--- src/rtl/fa_1007.sv ---
// rtl/fa_1007.sv - ripple-carry full adder with a combinational result and a one-cycle registered copy
module fa_1007 #(
  parameter int WIDTH = 1
) (
  input  logic             clk,
  input  logic             rst,
  input  logic [WIDTH-1:0] a,
  input  logic [WIDTH-1:0] b,
  input  logic             c,
  input  logic             in_valid,
  output logic [WIDTH-1:0] s,
  output logic             cout,
  output logic [WIDTH-1:0] s_q,
  output logic             cout_q,
  output logic             out_valid
);

  logic             ripple_carry;
  logic [WIDTH-1:0] s_d;
  logic             cout_d;
  logic             valid_d;

  // Ripple of 1-bit full-adder cells; the carry is a procedural variable so the chain is one flat cone
  always_comb begin
    s            = '0;
    ripple_carry = c;
    for (int i = 0; i < WIDTH; i++) begin
      s[i]         = a[i] ^ b[i] ^ ripple_carry;
      ripple_carry = (a[i] & b[i]) | (ripple_carry & (a[i] ^ b[i]));
    end
    cout = ripple_carry;
  end

  // Next state: capture the live result only when the input is qualified, otherwise hold
  always_comb begin
    s_d     = s_q;
    cout_d  = cout_q;
    valid_d = in_valid;
    if (in_valid) begin
      s_d    = s;
      cout_d = cout;
    end
  end

  // Registered copy; reset clears it immediately and discards any captured result
  always_ff @(posedge clk or posedge rst) begin
    if (rst) begin
      s_q       <= '0;
      cout_q    <= 1'b0;
      out_valid <= 1'b0;
    end else begin
      s_q       <= s_d;
      cout_q    <= cout_d;
      out_valid <= valid_d;
    end
  end

endmodule

--- config.mk ---
export PLATFORM = sky130hd
export DESIGN_NAME = fa_1007
export DESIGN_NICKNAME = d
export VERILOG_FILES = /design/src/rtl/fa_1007.sv
export SDC_FILE = /design/constraint.sdc
export NUM_CORES = 1
export LEC_CHECK = 0
export BUFFER_PORTS_ARGS = -buffer_cell sky130_fd_sc_hd__buf_2
export CORE_AREA = 2 2 39 41
export CTS_CLUSTER_DIAMETER = 200
export DETAILED_ROUTE_END_ITERATION = 10
export DIE_AREA = 0 0 41 43
export PLACE_DENSITY_LB_ADDON = 0.1
export SETUP_SLACK_MARGIN = 0.05
export SYNTH_ARGS = -nofsm -noshare
export SYNTH_HDL_FRONTEND = slang
export SYNTH_SLANG_ARGS = --single-unit
--- constraint.sdc ---
create_clock -name clk -period 1 [get_ports clk]
set_input_delay 0.1 -clock clk [delete_from_list [all_inputs] [get_ports clk]]
set_output_delay 0.1 -clock clk [all_outputs]
set_load 0.02 [all_outputs]
==> results of run 1 <==
Yosys cell counts (all sizes together):
| library cell | number |
|---|---|
| mux2 | 2 |
| inv | 1 |
| dfrtp | 3 |
| fa | 1 |
power breakdown:
group | internal [mW] | switching (mW)
Combinational | 0.0609 | 0.0602
Clock | 0.149 | 0.0590
Sequential | 0.137 | 0.00667
Total | 0.348 | 0.126
stage by stage:
stage               power (mW)  cell area [sq um]  setup WS, ps  hold slack (ps)  instances
global placement        0.2506              197.7        -50.29           -27.51         33
detailed placement      0.2514              197.7        -66.81           -31.27         33
global route            0.5066              252.7        -11.41            39.56         38
CTS                     0.4865              246.5         2.446            24.75         38
finish                  0.4735              252.7         1.977            32.78         38
floorplan               0.2116              127.6        -17.24           -146.4          7
registers in the layout (all words and copies together) (netlist names):
register,cells
cout_q,1
s_q,1
out_valid,1
cell type report:
cell class | count | share of cell area, %
multi-input cells | 3 | 19.31
flip-flops and latches | 3 | 29.70
well taps | 16 | 7.921
clock buffers | 4 | 10.40
inverters | 1 | 1.485
repair buffers | 11 | 31.19
layout by cell type, fill, tap and decap left out:
master and instances:
clkbuf_4 3, dlygate4sd3_1 1, fa_2 1, buf_2 7
buf_6 3, dfrtp_1 3, mux2_4 1, mux2_2 1
clkbuf_1 1, inv_1 1
path summary, 6_finish.rpt:
kind,end,slack (ps),cells after the start
hold / removal,out_valid$_DFF_PP0_,30,1
setup / recovery,s,2,3
max in group asynchronous,cout_q$_DFFE_PP0P_,590,3
hold reg to reg,cout_q$_DFFE_PP0P_,490,1
setup reg to reg,s_q$_DFFE_PP0P_,250,1
min in group asynchronous,out_valid$_DFF_PP0_,280,3
routing by layer:
layer | up-vias | global-route usage, % | part of all wire [%]
li1 | 52 | - | -
met1 | 49 | 4.560 | 39
met2 | 11 | 4.688 | 35
met3 | 0 | 6.283 | 26
met4 | 0 | 6.000 | 0
met5 | - | 0 | 0
worst max-delay path: stages:
cell and delay (ps):
buf_6 90, fa_2 580, buf_6 120
timing repair:
action                                  4_1_cts  5_1_grt
pin swaps                                     1        1
endpoints found under the hold margin         3        0
endpoints found under the setup margin        1        1
resized for setup                             3        1
hold buffers                                  1        0
setup buffers                                 0        0
logic make-up after synthesis:
family | after synthesis | synth area share [%]
buf+inv | 1 | 3.090
flops | 3 | 61.85
mux | 2 | 18.56
fa+ha+maj | 1 | 16.50
==> impl_metrics.env, run 1 <==
export IMPL_cp_start_kind="primary input"
export IMPL_antenna_found_initial=0
export IMPL_yosys_top_cells_area="dfrtp_1, mux2_2, fa_1"
export IMPL_slew_headroom_pct=92.40
export IMPL_cts_buffer_depth=2
export IMPL_syn_avg_cell_area_sq_um=17.34
export IMPL_grt_pass1_wl_microns=434
export IMPL_cp_startpoint="c"
export IMPL_p_per_area_nw_per_um2=1873
export IMPL_skew_ps=0
export IMPL_synth_cell_types=4
export IMPL_finalCritPeriodShare_pct=99.80
export IMPL_wl_microns=314
export IMPL_drive_gt1_share_pct=72.73
export IMPL_fp_dieH_microns=43
export IMPL_synth_seq_cells=3
export IMPL_gp_congestion=0.6042
export IMPL_grt_pass1_vias=111
export IMPL_vias_per_cell=2.947
export IMPL_cp_end_kind="output pin"
export IMPL_irDropWorstVdd_uv=340.5
export IMPL_core_sq_um=1384
export IMPL_synth_nets=14
export IMPL_grt_start_max_net_pins=4
export IMPL_rows=14
export IMPL_ant_nets=0
export IMPL_critPathMaxFanout=2
export IMPL_yosysTopAreaCell="dfrtp_1"
export IMPL_p_leak_nw=0.1239
export IMPL_maxSlewViolCount=0
export IMPL_synthCells=7
export IMPL_diodes=0
export IMPL_fillCellCount=160
export IMPL_worstSkewPairLatency_ps=230
export IMPL_drt_iter0_drc=0
export IMPL_clkTransAtPathRegs_ps=40
export IMPL_htreeDepth=1
export IMPL_dieWidth_microns=41
export IMPL_cts_tree="done"
export IMPL_start_util_pct=8.770
export IMPL_drtPass1Iterations=1
export IMPL_r2r_start="s_q$_DFFE_PP0P_"
export IMPL_grt_util_all_layers_pct=5.040
export IMPL_io_pins=11
export IMPL_hold_start="in_valid"
export IMPL_multi_input_area_sq_um=48.80
export IMPL_yosys_warnings=0
export IMPL_tightest_slew_ps=113.9
export IMPL_synth_top_area_share_pct=61.86
export IMPL_wl_per_cell_microns=8.263
export IMPL_numClockSinks=3
export IMPL_areaGrowthSynthToFinish_pct=108.2
export IMPL_fmaxAchievable_mhz=1002
export IMPL_vias=112
export IMPL_seq_area_sq_um=75.07
export IMPL_tns_ps=0
export IMPL_min_period_ps=998.0
export IMPL_finalSetupViolCount=0
export IMPL_gr_total_overflow=0
export IMPL_clockRootBuffer="clkbuf_4"
export IMPL_rsz0062_at_grt="yes"
export IMPL_synth_cell_area_sq_um=121.4
export IMPL_status="finished, final reports clean"
export IMPL_hold_viol=0
export IMPL_worstPathArrival_ps=900
export IMPL_hp_class="primary input to flip-flop"
export IMPL_crit_type="primary input to output pin"
export IMPL_die_area_sq_um=1763
export IMPL_drc=0
export IMPL_final_util_pct=18.26
export IMPL_drv_cap=0
export IMPL_numCtsBuffers=3
export IMPL_synth_seq_area_share_pct=61.86
export IMPL_portBuffers=10
export IMPL_fin_nets=30
export IMPL_cp_required_ps=900
Power figures use the tool's default switching activity.
==> run 2, diff against run 1 <==
ABC_AREA = 1   (was unset)
==> run 2 against run 1 <==
Effect of this change:
- clock skew unchanged
- core utilization is 0.54 points higher
- clock power is essentially flat
- critical path depth stayed put
- synthesized cell count up 71%
- sequential cell count is the same
- count of clock-buffer cells in the layout stayed put
- sequential power decreased by 3%
- die area did not move
- sequential share of layout area fell by 0.86 points
- non-clock buffer count rose by 1
- largest cell class unchanged
==> impl_metrics.env, run 2 <==
export IMPL_status="finished, final reports clean"
export IMPL_dr_wl_met2_microns=130
export IMPL_cts_tree="done"
export IMPL_clockRootBuffer="clkbuf_4"
export IMPL_synthCells=12
export IMPL_vias_per_cell=3.295
export IMPL_grt_pass1_vias=152
export IMPL_start_util_pct=9.042
export IMPL_top_layer_used="met4"
export IMPL_final_cell_mix="buf_2, nand2_1, clkbuf_4, dfrtp_1, buf_6"
export IMPL_synth_seq_cells=3
export IMPL_irDropWorstVdd_uv=361.3
export IMPL_placed_area_sq_um=197.7
export IMPL_worst_hold_slack_ps=21.37
export IMPL_vias=145
export IMPL_fmaxAchievable_mhz=1014
export IMPL_design_area_sq_um=260.3
export IMPL_p_per_area_nw_per_um2=1774
export IMPL_hp_class="primary input to flip-flop"
export IMPL_drt_iter0_drc=0
export IMPL_drtPass1Iterations=1
export IMPL_ys_async_sr_fraction_pct=100.0
export IMPL_grt_start_max_net_pins=5
export IMPL_hold_viol=0
export IMPL_synth_common_cells="nand2_1, dfrtp_1, inv_1"
export IMPL_reg_top3="cout_q x1, out_valid x1, s_q x1"
export IMPL_io_pins=11
export IMPL_cp_start_kind="primary input"
export IMPL_synth_cell_types=4
export IMPL_cp_required_ps=900
export IMPL_fp_dieH_microns=43
export IMPL_ant_nets=0
export IMPL_synth_nets=19
export IMPL_portBuffers=10
export IMPL_yosysTopAreaCell="dfrtp_1"
export IMPL_fin_nets=36
export IMPL_core_sq_um=1384
export IMPL_yosys_top_cells_area="dfrtp_1, nand2_1, fa_1"
export IMPL_wl_microns=306
export IMPL_maxSlewViolCount=0
export IMPL_fillCellCount=162
export IMPL_finalCritPeriodShare_pct=98.64
export IMPL_crit_type="primary input to output pin"
export IMPL_placedCellCount=38
export IMPL_yosysMostFrequentCell="nand2_1"
export IMPL_fin_ws_ps=13.60
export IMPL_yosys_warnings=0
export IMPL_drc=0
export IMPL_post_place_ws_ps=-48.21
export IMPL_gr_total_overflow=0
export IMPL_die_area_sq_um=1763
export IMPL_areaGrowthSynthToFinish_pct=108.0
export IMPL_worstSkewPairLatency_ps=230
export IMPL_wl_per_cell_microns=6.955
export IMPL_rsz0062_at_grt="yes"
export IMPL_wl_met1_microns=114
export IMPL_critPathMaxFanout=2
export IMPL_tightest_slew_ps=109.3
export IMPL_p_leak_nw=0.1409
export IMPL_slew_headroom_pct=92.71
export IMPL_wl_met3_microns=48
export IMPL_min_period_ps=986.4
export IMPL_synthFlopType="dfrtp_1"
export IMPL_synth_edf_count=0
export IMPL_finalSetupViolCount=0
export IMPL_diodes=0
export IMPL_synth_seq_area_share_pct=60.00
export IMPL_drv_cap=0
export IMPL_gp_congestion=0.5993
export IMPL_htreeDepth=1
export IMPL_fin_cells=44
export IMPL_seq_area_sq_um=75.07
export IMPL_rows=14
export IMPL_cp_end_kind="output pin"
export IMPL_grt_pass1_wl_microns=538
export IMPL_antenna_found_initial=0
export IMPL_cts_buffer_depth=2
export IMPL_syn_avg_cell_area_sq_um=10.43
export IMPL_numClockSinks=3
export IMPL_drive_gt1_share_pct=53.57
export IMPL_skew_ps=0
export IMPL_grt_util_all_layers_pct=5.343
export IMPL_synth_top_area_share_pct=60.00
export IMPL_numCtsBuffers=3
export IMPL_dieWidth_microns=41
export IMPL_worstPathArrival_ps=890
export IMPL_synth_cell_area_sq_um=125.1
export IMPL_multi_input_area_sq_um=45.04
export IMPL_clkTransAtPathRegs_ps=40
export IMPL_final_common_cell="buf_2"
export IMPL_dp_hpwl_microns=251.2
[run 2: cell types whose count changed in the layout (fill, tap and decap cells not counted)]
cell	delta
buf_4	+1
inv_1	+1
mux2_2	-1
mux2_4	-1
nand2_1	+6
[run 2: logic make-up (layout without fill, tap and decap cells)]
kind of cell / after synthesis / in the layout / synth area share, %
buffers and inverters: 2 / 18 / 6.002
adder cells (fa/ha/maj): 1 / 1 / 16.00
flip-flops: 3 / 3 / 60.00
AND/OR/NAND/NOR: 6 / 6 / 18.00
[run 2: stage by stage]
step           power (mW)  utilization [%]  setup TNS (ps)
2_1_floorplan      0.1970                -               0
6_report           0.4616            18.81               0
3_3_place_gp       0.2307            14.29          -35.59
3_5_place_dp       0.2325            14.29          -48.21
5_1_grt            0.5090            18.81          -4.774
4_1_cts            0.4740            18.35               0
[run 2: cell type report]
cell class	count	share of cell area [%]
inverter	2	2.885
clock buffer	4	10.10
tap	16	7.692
timing repair buffer	12	33.17
multi-input combinational	7	17.31
sequential	3	28.85
[run 2: path summary, 6_finish.rpt]
path                                    startpoint             endpoint  slack [ps]  cells after the start
worst max-delay path                             a                    s          10                      3
worst min-delay path                      in_valid  out_valid$_DFF_PP0_          20                      1
worst max register to register     s_q$_DFFE_PP0P_      s_q$_DFFE_PP0P_         420                      2
worst min register to register  cout_q$_DFFE_PP0P_   cout_q$_DFFE_PP0P_         460                      2
max in group asynchronous                      rst  out_valid$_DFF_PP0_         590                      3
min in group asynchronous                      rst      s_q$_DFFE_PP0P_         290                      3
[run 2: critical path: stages]
cell   delay, ps
buf_6         90
fa_2         570
buf_6        120
[run 2: per-layer routing]
layer | vias to the layer above | track usage [%]
met5 | - | 0
met4 | 0 | 10.00
met3 | 2 | 1.571
met2 | 11 | 6.250
met1 | 64 | 4.886
li1 | 68 | -
[run 2: what timing repair did]
action / in CTS / in global routing
setup endpoints to repair: 1 / 1
hold buffers: 1 / 0
gates resized for setup: 3 / 1
endpoints found under the hold margin: 3 / 0
pin swaps: 1 / 1
buffers inserted: 1 / 0
[run 2: power by group]
part | switching [mW] | total [mW] | internal, mW
Clock | 0.0590 | 0.208 | 0.149
Combinational | 0.0582 | 0.113 | 0.0549
Sequential | 0.00559 | 0.140 | 0.135
